**src/rtl/phoneme_player_pkg.sv**
```systemverilog
// Shared types, span table contents and the sample-rate divisor helper for phoneme_player.
package phoneme_player_pkg;

    localparam int unsigned PHONEME_ADDR_W = 23;

    typedef enum logic [2:0] {
        IDLE,
        LOOKUP,
        FETCH,
        WAIT_DATA,
        PLAY_LO,
        PLAY_HI,
        DONE
    } state_t;

    typedef struct packed {
        logic [PHONEME_ADDR_W-1:0] start_word;
        logic [15:0]               length;
    } phoneme_entry_t;

    function automatic int unsigned sample_div(input int unsigned clk_hz,
                                               input int unsigned rate_hz);
        return clk_hz / rate_hz;
    endfunction

    // Span table: a few hand-placed phonemes, the rest one word each at code*256.
    function automatic phoneme_entry_t span_table(input logic [7:0] code);
        phoneme_entry_t e;
        case (code)
            8'd5:    begin e.start_word = 23'h000100; e.length = 16'd2; end
            8'd6:    begin e.start_word = 23'h000200; e.length = 16'd0; end
            8'd7:    begin e.start_word = 23'h7fffff; e.length = 16'd2; end
            default: begin e.start_word = {7'd0, code, 8'h00}; e.length = 16'd1; end
        endcase
        return e;
    endfunction

endpackage

```
**src/rtl/phoneme_span_rom.sv**
```systemverilog
// Phoneme code to sample-span lookup; registered output, one cycle of latency.
module phoneme_span_rom
    import phoneme_player_pkg::*;
#(
    parameter int unsigned NUM_PHONEMES = 64,
    parameter int unsigned IDX_W        = $clog2(NUM_PHONEMES)
) (
    input  logic             clk,
    input  logic [IDX_W-1:0] code,
    output phoneme_entry_t   entry
);

    phoneme_entry_t rom [NUM_PHONEMES];

    for (genvar i = 0; i < NUM_PHONEMES; i++) begin : g_rom
        assign rom[i] = span_table(8'(i));
    end

    always_ff @(posedge clk) begin
        entry <= rom[code];
    end

endmodule

```
**src/rtl/phoneme_player.sv**
```systemverilog
// Streams a phoneme's 32-bit sample words from memory as two signed 16-bit samples per word
// at the audio rate, pulsing done at the end so firmware can queue the next phoneme.
module phoneme_player
    import phoneme_player_pkg::*;
#(
    parameter int unsigned clk_freq_in_hz    = 25000000,
    parameter int unsigned sample_rate_in_hz = 22050,
    parameter int unsigned ADDR_W            = PHONEME_ADDR_W,
    parameter int unsigned NUM_PHONEMES      = 64
) (
    input  logic              clk,
    input  logic              reset,
    input  logic [7:0]        phoneme_select,
    input  logic              start,
    output logic              busy,
    output logic              done,
    output logic [ADDR_W-1:0] mem_addr,
    output logic              mem_read,
    input  logic [31:0]       mem_readdata,
    input  logic              mem_readdatavalid,
    output logic [15:0]       audio_sample,
    output logic              sample_valid
);

    localparam int unsigned SAMPLE_DIV = sample_div(clk_freq_in_hz, sample_rate_in_hz);
    localparam int unsigned CNT_W      = (SAMPLE_DIV > 1) ? $clog2(SAMPLE_DIV) : 1;
    localparam int unsigned IDX_W      = $clog2(NUM_PHONEMES);

    state_t            state;
    logic [CNT_W-1:0]  tick_cnt;
    logic              tick;
    logic [7:0]        code_q;
    logic [ADDR_W-1:0] addr;
    logic [15:0]       words_left;
    logic [31:0]       word_q;
    logic              hi_sent;
    phoneme_entry_t    span;

    assign tick = (tick_cnt == CNT_W'(SAMPLE_DIV - 1));
    assign busy = (state != IDLE) && (state != DONE);
    assign done = (state == DONE);

    always_ff @(posedge clk) begin
        if (reset) begin
            tick_cnt <= '0;
        end else if (tick) begin
            tick_cnt <= '0;
        end else begin
            tick_cnt <= tick_cnt + CNT_W'(1);
        end
    end

    // Addressed straight from the port so the entry is ready during LOOKUP.
    phoneme_span_rom #(
        .NUM_PHONEMES (NUM_PHONEMES),
        .IDX_W        (IDX_W)
    ) u_span_rom (
        .clk   (clk),
        .code  (phoneme_select[IDX_W-1:0]),
        .entry (span)
    );

    always_ff @(posedge clk) begin
        if (reset) begin
            state        <= IDLE;
            code_q       <= '0;
            addr         <= '0;
            words_left   <= '0;
            word_q       <= '0;
            hi_sent      <= 1'b0;
            mem_read     <= 1'b0;
            mem_addr     <= '0;
            audio_sample <= '0;
            sample_valid <= 1'b0;
        end else begin
            sample_valid <= 1'b0;
            case (state)
                IDLE: begin
                    if (start) begin
                        code_q <= phoneme_select;
                        state  <= LOOKUP;
                    end
                end
                LOOKUP: begin
                    if ({24'd0, code_q} >= NUM_PHONEMES || span.length == 16'd0) begin
                        state <= DONE;
                    end else begin
                        addr       <= ADDR_W'(span.start_word);
                        words_left <= span.length;
                        state      <= FETCH;
                    end
                end
                FETCH: begin
                    mem_read <= 1'b1;
                    mem_addr <= addr;
                    state    <= WAIT_DATA;
                end
                WAIT_DATA: begin
                    if (mem_readdatavalid) begin
                        word_q   <= mem_readdata;
                        mem_read <= 1'b0;
                        state    <= PLAY_LO;
                    end
                end
                PLAY_LO: begin
                    if (tick) begin
                        audio_sample <= word_q[15:0];
                        sample_valid <= 1'b1;
                        hi_sent      <= 1'b0;
                        state        <= PLAY_HI;
                    end
                end
                PLAY_HI: begin
                    // Advance one cycle after the hi sample so done trails its sample_valid.
                    if (hi_sent) begin
                        hi_sent <= 1'b0;
                        if (words_left == 16'd1) begin
                            state <= DONE;
                        end else begin
                            addr       <= addr + ADDR_W'(1);
                            words_left <= words_left - 16'd1;
                            state      <= FETCH;
                        end
                    end else if (tick) begin
                        audio_sample <= word_q[31:16];
                        sample_valid <= 1'b1;
                        hi_sent      <= 1'b1;
                    end
                end
                DONE: begin
                    state <= IDLE;
                end
                default: begin
                    state <= IDLE;
                end
            endcase
        end
    end

endmodule

```
**config.mk**
```make
export PLATFORM = sky130hd
export DESIGN_NAME = phoneme_player
export DESIGN_NICKNAME = d
export VERILOG_FILES = /design/src/rtl/phoneme_player_pkg.sv /design/src/rtl/phoneme_span_rom.sv /design/src/rtl/phoneme_player.sv
export SDC_FILE = /design/constraint.sdc
export NUM_CORES = 1
export LEC_CHECK = 0
export CORE_MARGIN = 10
export CORE_UTILIZATION = 62
export CTS_CLUSTER_DIAMETER = 120
export CTS_CLUSTER_SIZE = 8
export DETAILED_ROUTE_END_ITERATION = 8
export DONT_BUFFER_PORTS = 1
export GPL_TIMING_DRIVEN = 0
export HOLD_SLACK_MARGIN = 0.1
export PLACE_DENSITY = 0.78
export SLEW_MARGIN = 20
export SYNTH_ARGS = -nofsm -noshare
export SYNTH_HDL_FRONTEND = slang
export SYNTH_SLANG_ARGS = --single-unit
```
**constraint.sdc**
```tcl
create_clock -name clk -period 2.7 [get_ports clk]
set_input_delay 0.54 -clock clk [delete_from_list [all_inputs] [get_ports clk]]
set_output_delay 0.54 -clock clk [all_outputs]
set_load 0.01 [all_outputs]
```
==> results of run 1 <==
-- synth_stat cells (8+ instances only) --
| master | number |
|---|---|
| a311oi_1 | 17 |
| nand2_1 | 167 |
| nand3_1 | 14 |
| inv_1 | 18 |
| clkbuf_1 | 45 |
| o21ai_0 | 33 |
| a21oi_1 | 94 |
| or3_1 | 8 |
| or4_1 | 8 |
| nand4_1 | 12 |
| dfxtp_1 | 138 |
| nor2_1 | 67 |
| nor3_1 | 10 |
-- layer usage --
metal	global-route usage	part of all wire
met5	0	0
met4	0.0966	0.020
met3	0.0964	0.10
met2	0.395	0.48
met1	0.260	0.40
-- where the power goes --
group	leakage [uW]	switching, uW	total, uW	internal, uW
sequential	0.00112	110	2250	2140
combinational	0.000853	476	752	276
clock	0.000278	914	2290	1370
total	0.00225	1500	5290	3790
-- flip-flops by register name, summed over array words and instances (netlist names) --
signal / count
word_q: 32
mem_read: 1
sample_valid: 1
code_q: 2
mem_addr: 23
words_left: 16
state: 3
addr: 23
audio_sample: 16
tick_cnt: 11
u_span_rom.entry: 9
hi_sent: 1
-- through the flow --
step | worst slack (ps) | power [uW]
after detailed placement | 192 | 3020
after floorplan | 476 | 2820
after global placement | 207 | 2990
after CTS | 138 | 5290
after global routing | 8.68 | 5500
final | 162 | 5290
-- final timing paths --
kind | endpoint | slack (ps)
max | audio_sample[8]$_SDFFE_PP0P_ | 160
max reg2reg | audio_sample[8]$_SDFFE_PP0P_ | 160
min reg2reg | word_q[23]$_SDFFE_PP0P_ | 460
min | u_span_rom.entry[29]$_SDFF_PP1_ | 120
-- logic make-up after synthesis --
| kind of cell | after synthesis | share of synthesized area |
|---|---|---|
| DFF | 138 | 0.466 |
| xor gates and xnor gates | 8 | 0.0118 |
| AOI/OAI and AO/OA | 187 | 0.192 |
| adders and majority gates | 7 | 0.0148 |
| buffers and inverters | 68 | 0.0449 |
| muxes | 3 | 0.00527 |
| and+or+nand+nor | 339 | 0.266 |
-- area by class of cell --
class	count	area share
buffer	50	0.0300
clock buffer	20	0.0663
clock inverter	12	0.0209
inverter	18	0.0101
multi-input combinational	544	0.433
sequential	138	0.411
tap	129	0.0240
timing repair buffer	3	0.00447
-- timing repair --
action | in CTS | in global routing
endpoints found under the hold margin | 3 | 0
hold buffers | 3 | 0
buffers inserted | 0 | 0
endpoints found under the setup margin | 0 | 16
resized for setup | 0 | 4
==> summary.md, run 1 <==
| Metric | Value |
|---|---|
| Status | `complete, no violations` |
| WHS Path Cells | `1` |
| Core Rows | `35` |
| Fin. max-slew vios | `0` |
| Clk slew on worst S/H paths | `~70 ps` |
| Final core occ | `0.724` |
| Remaining Overflow, GRT | `0` |
| First-pass GRT wire length | `between 20,000 and 30,000 um` |
| WS Path Type | `reg2reg` |
| RR Startpoint | `tick_cnt[8]$_SDFF_PP0_` |
| # setup viols final | `0` |
| Worst Path Arrival | `between 2000 and 3000 ps` |
| Total core area | `9280 sq um` |
| Gate Count Post-Synth | `750` |
| DR iter-0 viols | `462` |
| Initial antenna violation count | `0` |
| DP Wirelength | `~12,000 um` |
| Slowest library cell on the worst path | `or4b_2` |
| # diodes | `0` |
| Crit path largest cell delay | `between 600 and 700 ps` |
| H-tree levels | `4` |
| Sequential fraction of the synthesis area | `0.466` |
| Die X | `roughly 120 um` |
| FF/Latch Area | `about 2800 sq um` |
| Power per Cell Area | `between 700 and 800 nW/um^2` |
| Max_slew headroom | `0.460` |
| Tightest Pin Transition | `804 ps` |
| IO Port Bufs | `0` |
| Layout cells sized above 1 | `0.0713` |
| CTS root buf | `clkbuf_8` |
| Clk buf depth | `2` |
| Unrepaired setup endpoints after global routing | `false` |
| Commonest non-fill, non-tap cells in the layout | `nand2_1, dfxtp_1, a21oi_1` |
| Final instance area | `6720 sq um` |
| CTS Buf Count | `17` |
| Residual DRC | `0` |
| Non-filler cells, final | `roughly 910` |
| Drt total wl | `16,600 um` |
| Largest net degree at the start of global routing | `17` |
| Final period util | `0.940` |
| Syn Area/Cell | `between 7 and 8 sq um` |
| Area of the multi-input gates | `between 2000 and 3000 sq um` |
| Worst reg-to-reg path cell count | `7` |
| Latest clock arrival within the worst-skew pair | `between 500 and 600 ps` |
| Initial Util | `0.639` |
| Clock sink count | `between 100 and 150` |
| Min Hold Slack | `between 100 and 150 ps` |
| TritonCTS clock tree | `built` |
| Crit path depth | `7` |
| Mean routed wirelength per cell | `between 15 and 20 um` |
| CP Max Fanout | `10` |
| Async S/R FF share, synth | `0` |
| Total Negative Setup Slacks | `0 ps` |
| Fmax | `394 MHz` |
| Post-synth EDFFs | `0` |
| Static leakage | `0.00225 uW` |
| Vias | `5,538` |
| Startpoint type of the worst setup path | `register` |
| Worst VDD drop | `about 0.56 mV` |
| Synth Register Bits | `138` |
| CP endpoint kind | `register` |
| Routability cong. | `between 0.9 and 1` |
| Die area | `13,900 sq um` |
| Mapped Nets | `801` |
| Nets | `around 820` |
| Synth area leaders | `dfxtp_1, nand2_1, a21oi_1` |
| Post-synth cell types | `58` |
| Endpoints failing hold | `0` |
| Clock skew | `about 12 ps` |
| Max cap viols | `0` |
| Delay-heaviest family, CP | `simple AND/OR/NAND/NOR gates` |
| Area delta synth->final | `13.2%` |
| Crit path buf inv count | `2` |
| Routed Antenna Nets | `0` |
| CP startpoint | `tick_cnt[8]$_SDFF_PP0_` |
| Area leader, netlist | `dfxtp_1` |
| Synth top area share | `0.466` |
| Crit path time final | `~2500 ps` |
| Iteration count of the initial detailed-routing pass | `5` |
| Worst hold path class | `in2reg` |
| Vias per cell | `just over 6` |
| Yosys warnings | `0` |
| # IOs | `a little under 90` |
| Die height | `~120 um` |
| Top_reg_cell synth | `dfxtp_1` |
| Fill cell count | `~750` |
| Critical-path cell list | `or4b_2 -> nor3_1 -> and3b_1 -> clkbuf_1 -> buf_2 -> nor2_1 -> a311oi_1` |
| Vias in the first global route | `5,539` |
| Required @ worst endpoint | `~3100 ps` |
| Hold Startpoint | `phoneme_select[5]` |
| Placed Area | `between 6000 and 7000 sq um` |
| GRT Resource Usage Total | `0.236` |
| Most common cell after layout, fill and taps aside | `nand2_1` |
| Placed insts | `just under 900` |
| Cell area after synthesis | `just under 6000 sq um` |
Note: power is estimated with default switching activity, not from simulation.
==> inputs of run 2 (changes only) <==
PLACE_DENSITY = not set   (was 0.78)
PLACE_DENSITY_LB_ADDON = 0.2   (was not set)
==> summary.md, run 2 (synthesis results as in run 1) <==
| Metric | Value |
|---|---|
| Status | `complete, no violations` |
| Nets | `822 (-0.12%)` |
| Most common cell after layout, fill and taps aside | `nand2_1` |
| Endpoints failing hold | `0 (unchanged)` |
| Setup Buffers After CTS | `0 (unchanged)` |
| Worst reg-to-reg path cell count | `6 (-1)` |
| Setup WS pre-CTS | `172 ps (-19.2 ps)` |
| Hold Startpoint | `phoneme_select[5]` |
| Routed Antenna Nets | `0 (unchanged)` |
| Worst Path Arrival | `2890 ps (-80 ps)` |
| Met2 WL post-DR | `7700 um (-3.9%)` |
| Reg2reg end | `addr[10]$_SDFFE_PP0P_` |
| # setup viols final | `0 (unchanged)` |
| CTS root buf | `clkbuf_8` |
| Final period util | `0.926 (-0.0137)` |
| Vias in the first global route | `5,454 (-1.5%)` |
| Core Rows | `35 (unchanged)` |
| Reg power frac | `0.408 (-0.017)` |
| Clock sink count | `138 (unchanged)` |
| Fmax | `400 MHz (+1.5%)` |
| Iteration count of the initial detailed-routing pass | `5 (unchanged)` |
| Mean routed wirelength per cell | `17.7 um (-2.5%)` |
| Max_slew headroom | `0.377 (-0.0823)` |
| Comb power frac | `0.135 (-0.007)` |
| DR top layer | `met4` |
| WS Path Type | `reg2reg` |
| Cell-internal power | `4060 uW (+7.1%)` |
| # IOs | `87 (unchanged)` |
| IO Port Bufs | `0 (unchanged)` |
| Commonest non-fill, non-tap cells in the layout | `nand2_1, dfxtp_1, a21oi_1` |
| Remaining Overflow, GRT | `0 (unchanged)` |
| Unrepaired setup endpoints after global routing | `false` |
| Residual DRC | `0 (unchanged)` |
| Top flop regs | `word_q x32, addr x23, mem_addr x23` |
| Clock skew | `8.11 ps (-4.01 ps)` |
| WL met1 | `6300 um (-4.4%)` |
| Clk buf depth | `2 (unchanged)` |
| Final worst slack | `199 ps (+36.9 ps)` |
| Tightest Pin Transition | `927 ps (+123 ps)` |
| GRT Resource Usage Total | `0.229 (-0.00696)` |
| DR iter-0 viols | `443 (-4.1%)` |
| Power per Cell Area | `814 nW/um^2 (+3.4%)` |
| DP Wirelength | `11,300 um (-2.3%)` |
| CTS Buf Count | `17 (unchanged)` |
| Power share of the clock group | `0.456 (+0.024)` |
| Crit path time final | `2500 ps (-36.9 ps)` |
| WHS Path Cells | `1 (unchanged)` |
| # diodes | `0 (unchanged)` |
| Hold-critical path endpoint | `u_span_rom.entry[29]$_SDFF_PP1_` |
| Die X | `118 um (unchanged)` |
| CP endpoint kind | `register` |
| CP Max Fanout | `10 (unchanged)` |
| TritonCTS clock tree | `built` |
| Reg-to-reg setup timing slack | `200 ps (+40 ps)` |
| Area delta synth->final | `14.0%` |
| Largest net degree at the start of global routing | `17 (unchanged)` |
| Initial Util | `0.639 (unchanged)` |
| H-tree levels | `4 (unchanged)` |
| Initial antenna violation count | `0 (unchanged)` |
| Latest clock arrival within the worst-skew pair | `530 ps (about the same)` |
| RR Startpoint | `words_left[4]$_SDFFE_PP0P_` |
| Drt total wl | `16,200 um (-2.6%)` |
| Worst hold path class | `in2reg` |
| Worst VDD drop | `0.623 mV (+12%)` |
| First-pass GRT wire length | `26,600 um (-2.2%)` |
| Largest register FFs | `32 (unchanged)` |
| Max cap viols | `0 (unchanged)` |
| Layout cells sized above 1 | `0.0714 (+0.0000910)` |
| Die height | `118 um (unchanged)` |
| Routability cong. | `0.913 (-4.8%)` |
| Switching fraction of total power | `0.263 (-0.0204)` |
| Final core occ | `0.729 (+0.00512)` |
| Largest Register | `word_q` |
| Total core area | `9280 sq um (unchanged)` |
| Vias per cell | `6.08 (+0.34%)` |
| Clk slew on worst S/H paths | `60 ps (about the same)` |
| DR WL met3 | `1740 um (+3.8%)` |
| Required @ worst endpoint | `3090 ps (-40 ps)` |
| NetSw | `1450 uW (-3.4%)` |
| Die area | `13,900 sq um (unchanged)` |
| Pwr Total | `5510 uW (+4.1%)` |
| Static leakage | `0.00228 uW (+1.3%)` |
| Fin. max-slew vios | `0 (unchanged)` |
| Startpoint type of the worst setup path | `register` |
| Vias | `5,551 (+0.23%)` |
| Total Negative Setup Slacks | `0 ps (unchanged)` |
==> run 2: repair_timing <==
item	CTS	global route
endpoints found under the setup margin	0	15
hold endpoints to repair	2	0
resized for setup	0	6
hold buffers	2	0
==> run 2: power groups by stage <==
stage | combinational, uW | sequential (uW) | clock [uW]
final | 745 | 2250 | 2510
after global routing | 830 | 2260 | 2630
after CTS | 733 | 2250 | 2520
after detailed placement | 720 | 2290 | 0
after global placement | 698 | 2290 | 0
after floorplan | 565 | 2260 | 0
==> run 2: per-stage QoR <==
step	cell area [sq um]	hold slack, ps	std cells
floorplan	5930	432	750
global placement	6100	443	879
detailed placement	6100	447	879
CTS	6760	109	913
global route	6770	110	913
finish	6770	119	913
==> run 2: final cells by class <==
cell class                 instances  area [sq um]
buffer                            50           203
clock inverter                    11           193
timing repair buffer               2          20.0
clock buffer                      21           449
tap                              129           161
inverter                          18          67.6
fill                             744          2520
sequential                       138          2760
multi-input combinational        544          2910
==> run 2: how the worst max path moves through the flow <==
stage | startpoint | slack (ps) | end | cells past startpoint
4_1_cts | state[2]$_SDFFE_PP0P_ | 150 | addr[10]$_SDFFE_PP0P_ | 8
3_5_place_dp | state[0]$_SDFFE_PP0P_ | 170 | addr[10]$_SDFFE_PP0P_ | 6
2_1_floorplan | words_left[4]$_SDFFE_PP0P_ | 480 | words_left[13]$_SDFFE_PP0P_ | 5
3_3_place_gp | words_left[4]$_SDFFE_PP0P_ | 250 | addr[10]$_SDFFE_PP0P_ | 6
6_report | words_left[4]$_SDFFE_PP0P_ | 200 | addr[10]$_SDFFE_PP0P_ | 6
5_1_grt | tick_cnt[8]$_SDFF_PP0_ | 10 | audio_sample[3]$_SDFFE_PP0P_ | 7
==> run 2: per-layer routing <==
layer  vias to the layer above  global-route usage
met1                      2572               0.254
met2                       261               0.379
met4                         0               0.100
li1                       2668                   -
met5                         -                   0
met3                        50              0.0935
==> run 2: critical path, stage by stage (launching register included) <==
cell	delay (ps)
dfxtp_1	360
or4_4	590
or4_4	600
o21a_1	280
clkbuf_2	270
a21oi_1	180
a211oi_1	60
==> inputs of run 3 (changes only) <==
ABC_AREA = 1   (was not set)
CELL_PAD_IN_SITES_DETAIL_PLACEMENT = 0   (was not set)
CELL_PAD_IN_SITES_GLOBAL_PLACEMENT = 2   (was not set)
CORE_UTILIZATION = 35   (was 62)
==> summary.md, run 3 <==
| Metric | Value |
|---|---|
| Area of the multi-input gates | `3160 sq um (+8.4%)` |
| Nets | `1,019 (+24%)` |
| Vias | `5,859 (+5.5%)` |
| H-tree levels | `4 (unchanged)` |
| Most common library cells after synthesis | `nor2_1, nand2_1, dfxtp_1` |
| GRT Resource Usage Total | `0.164 (-0.0657)` |
| Mapped Nets | `1,000 (+25%)` |
| IO Port Bufs | `0 (unchanged)` |
| Unrepaired setup endpoints after global routing | `false` |
| Clock skew | `15.3 ps (+7.18 ps)` |
| Most common cell after layout, fill and taps aside | `nor2_1` |
| Endpoints failing hold | `0 (unchanged)` |
| Hold Startpoint | `phoneme_select[0]` |
| Synth Register Bits | `138 (unchanged)` |
| Max_slew headroom | `0.552 (+0.175)` |
| Clk buf depth | `2 (unchanged)` |
| Yosys warnings | `0 (unchanged)` |
| Status | `complete, no violations` |
| Commonest non-fill, non-tap cells in the layout | `nor2_1, nand2_1, dfxtp_1` |
| Area leader, netlist | `dfxtp_1` |
| Die X | `157 um (+33%)` |
| Vias per cell | `4.84 (-20%)` |
| Largest register FFs | `32 (unchanged)` |
| Max cap viols | `0 (unchanged)` |
| Die height | `157 um (+33%)` |
| Setup Buffers After CTS | `0 (unchanged)` |
| Placed insts | `1,178 (+34%)` |
| CTS Buf Count | `17 (unchanged)` |
| CP endpoint kind | `output pin` |
| WS Path Type | `reg2out` |
| DR iter-0 viols | `301 (-32%)` |
| Fmax | `481 MHz (+20%)` |
| Total core area | `18,200 sq um (+96%)` |
| Required @ worst endpoint | `2160 ps (-930 ps)` |
| Hold_buf cts | `0 (-2)` |
| Fill cell count | `1,967 (+160%)` |
| Static leakage | `0.00292 uW (+28%)` |
| Count leader, synth | `nor2_1` |
| CP Max Fanout | `6 (-4)` |
| CTS root buf | `clkbuf_16` |
| Largest Register | `word_q` |
| Top_reg_cell synth | `dfxtp_1` |
| Synth area leaders | `dfxtp_1, nor2_1, nand2_1` |
| Residual DRC | `0 (unchanged)` |
| Drt total wl | `19,700 um (+22%)` |
| Largest net degree at the start of global routing | `17 (unchanged)` |
| Core Rows | `49 (+40%)` |
| # setup viols final | `0 (unchanged)` |
| Initial antenna violation count | `3 (+3)` |
| Post-synth EDFFs | `0 (unchanged)` |
| Placed Area | `6830 sq um (+12%)` |
| # diodes | `0 (unchanged)` |
| Top flop regs | `word_q x32, addr x23, mem_addr x23` |
| Clk slew on worst S/H paths | `60 ps (about the same)` |
| DP Wirelength | `14,500 um (+28%)` |
| Final instance area | `7430 sq um (+9.9%)` |
| Non-filler cells, final | `1,210 (+33%)` |
| Crit path time final | `2080 ps (-420 ps)` |
| Syn Area/Cell | `6.90 sq um (-13%)` |
| Worst VDD drop | `0.489 mV (-22%)` |
| Initial Util | `0.360 (-0.280)` |
| First-pass GRT wire length | `31,300 um (+18%)` |
| Synth top area share | `0.422 (-0.0436)` |
| # IOs | `87 (unchanged)` |
| Cell area after synthesis | `6550 sq um (+10%)` |
| Routability cong. | `0.771 (-16%)` |
| Pwr Total | `7050 uW (+28%)` |
| Post-synth cell types | `39 (-33%)` |
| TritonCTS clock tree | `built` |
| Remaining Overflow, GRT | `0 (unchanged)` |
| Worst Path Arrival | `1540 ps (-1350 ps)` |
| Async S/R FF share, synth | `0 (unchanged)` |
| Fin. max-slew vios | `0 (unchanged)` |
| Vias in the first global route | `5,555 (+1.9%)` |
| Clock sink count | `138 (unchanged)` |
| Tightest Pin Transition | `671 ps (-255 ps)` |
| Latest clock arrival within the worst-skew pair | `430 ps (-100 ps)` |
| Total Negative Setup Slacks | `0 ps (unchanged)` |
| Routed Antenna Nets | `0 (unchanged)` |
| Sequential fraction of the synthesis area | `0.422 (-0.0436)` |
| Area delta synth->final | `13.5%` |
| FF/Latch Area | `2760 sq um (unchanged)` |
| RR Startpoint | `state[1]$_SDFFE_PP0P_` |
| Gate Count Post-Synth | `949 (+27%)` |
| Startpoint type of the worst setup path | `register` |
| Power per Cell Area | `948 nW/um^2 (+16%)` |
| Worst hold path class | `in2reg` |
| Iteration count of the initial detailed-routing pass | `5 (unchanged)` |
| Final period util | `0.771 (-0.155)` |
| Mean routed wirelength per cell | `16.2 um (-8.3%)` |
| Die area | `24,600 sq um (+77%)` |
| CP startpoint | `state[1]$_SDFFE_PP0P_` |
| Layout cells sized above 1 | `0.0948 (+0.0234)` |
| # resized after CTS | `0 (unchanged)` |
[run 3: changes by cell type after synthesis, moves of 17 or more]
cell	before	now
inv_1	18	98
o21ai_0	33	109
clkbuf_1	45	20
nor2_1	67	176
nand3_1	14	51
a311oi_1	17	0
[run 3: per-layer routing]
metal / wire [um] / up-vias / GRT usage
met3: 1320 / 15 / 0.0510
met4: 135 / 2 / 0.0373
met1: 9750 / 2645 / 0.226
li1: - / 3081 / -
met2: 8430 / 116 / 0.244
met5: 17 / - / 0
[run 3: where the power goes]
part	leakage [uW]	switching [uW]	total [uW]	internal, uW
Combinational	0.00152	1240	1830	594
Sequential	0.00112	396	2810	2410
Clock	0.000278	1010	2410	1400
[run 3: area by class of cell]
class,instances,share of cell area
well taps,229,0.0385
plain buffers,41,0.0316
inverters,105,0.0530
multi-input cells,665,0.424
flip-flops and latches,138,0.372
clock buffers,18,0.0591
clock inverters,14,0.0217
[run 3: kinds of logic (layout without fill, tap and decap cells)]
| logic type | Yosys count | after routing | synth area share |
|---|---|---|---|
| simple gates | 440 | 440 | 0.285 |
| compound gates | 210 | 210 | 0.173 |
| buf+inv | 146 | 178 | 0.0961 |
| flops | 138 | 138 | 0.422 |
| xor+xnor | 8 | 8 | 0.0107 |
| fa+ha+maj | 7 | 7 | 0.0134 |
[run 3: metrics by stage]
stage / util / setup slack [ps] / hold slack [ps]
2_1_floorplan: - / 1220 / 424
3_3_place_gp: 0.375 / 705 / 434
3_5_place_dp: 0.375 / 669 / 437
4_1_cts: 0.408 / 617 / 125
5_1_grt: 0.408 / 515 / 119
6_report: 0.408 / 619 / 138
[run 3: critical path: stages (launching register included)]
cell,delay [ps]
dfxtp_1,420
inv_2,100
nor2_1,110
inv_1,80
nor2_1,270
nor2_1,140
[run 3: final timing paths]
path,endpoint,cells after the start,slack (ps)
setup reg to reg,mem_addr[20]$_SDFFE_PP0P_,7,780
setup / recovery,busy,5,620
hold reg to reg,word_q[26]$_SDFFE_PP0P_,2,440
hold / removal,u_span_rom.entry[24]$_DFF_P_,0,140
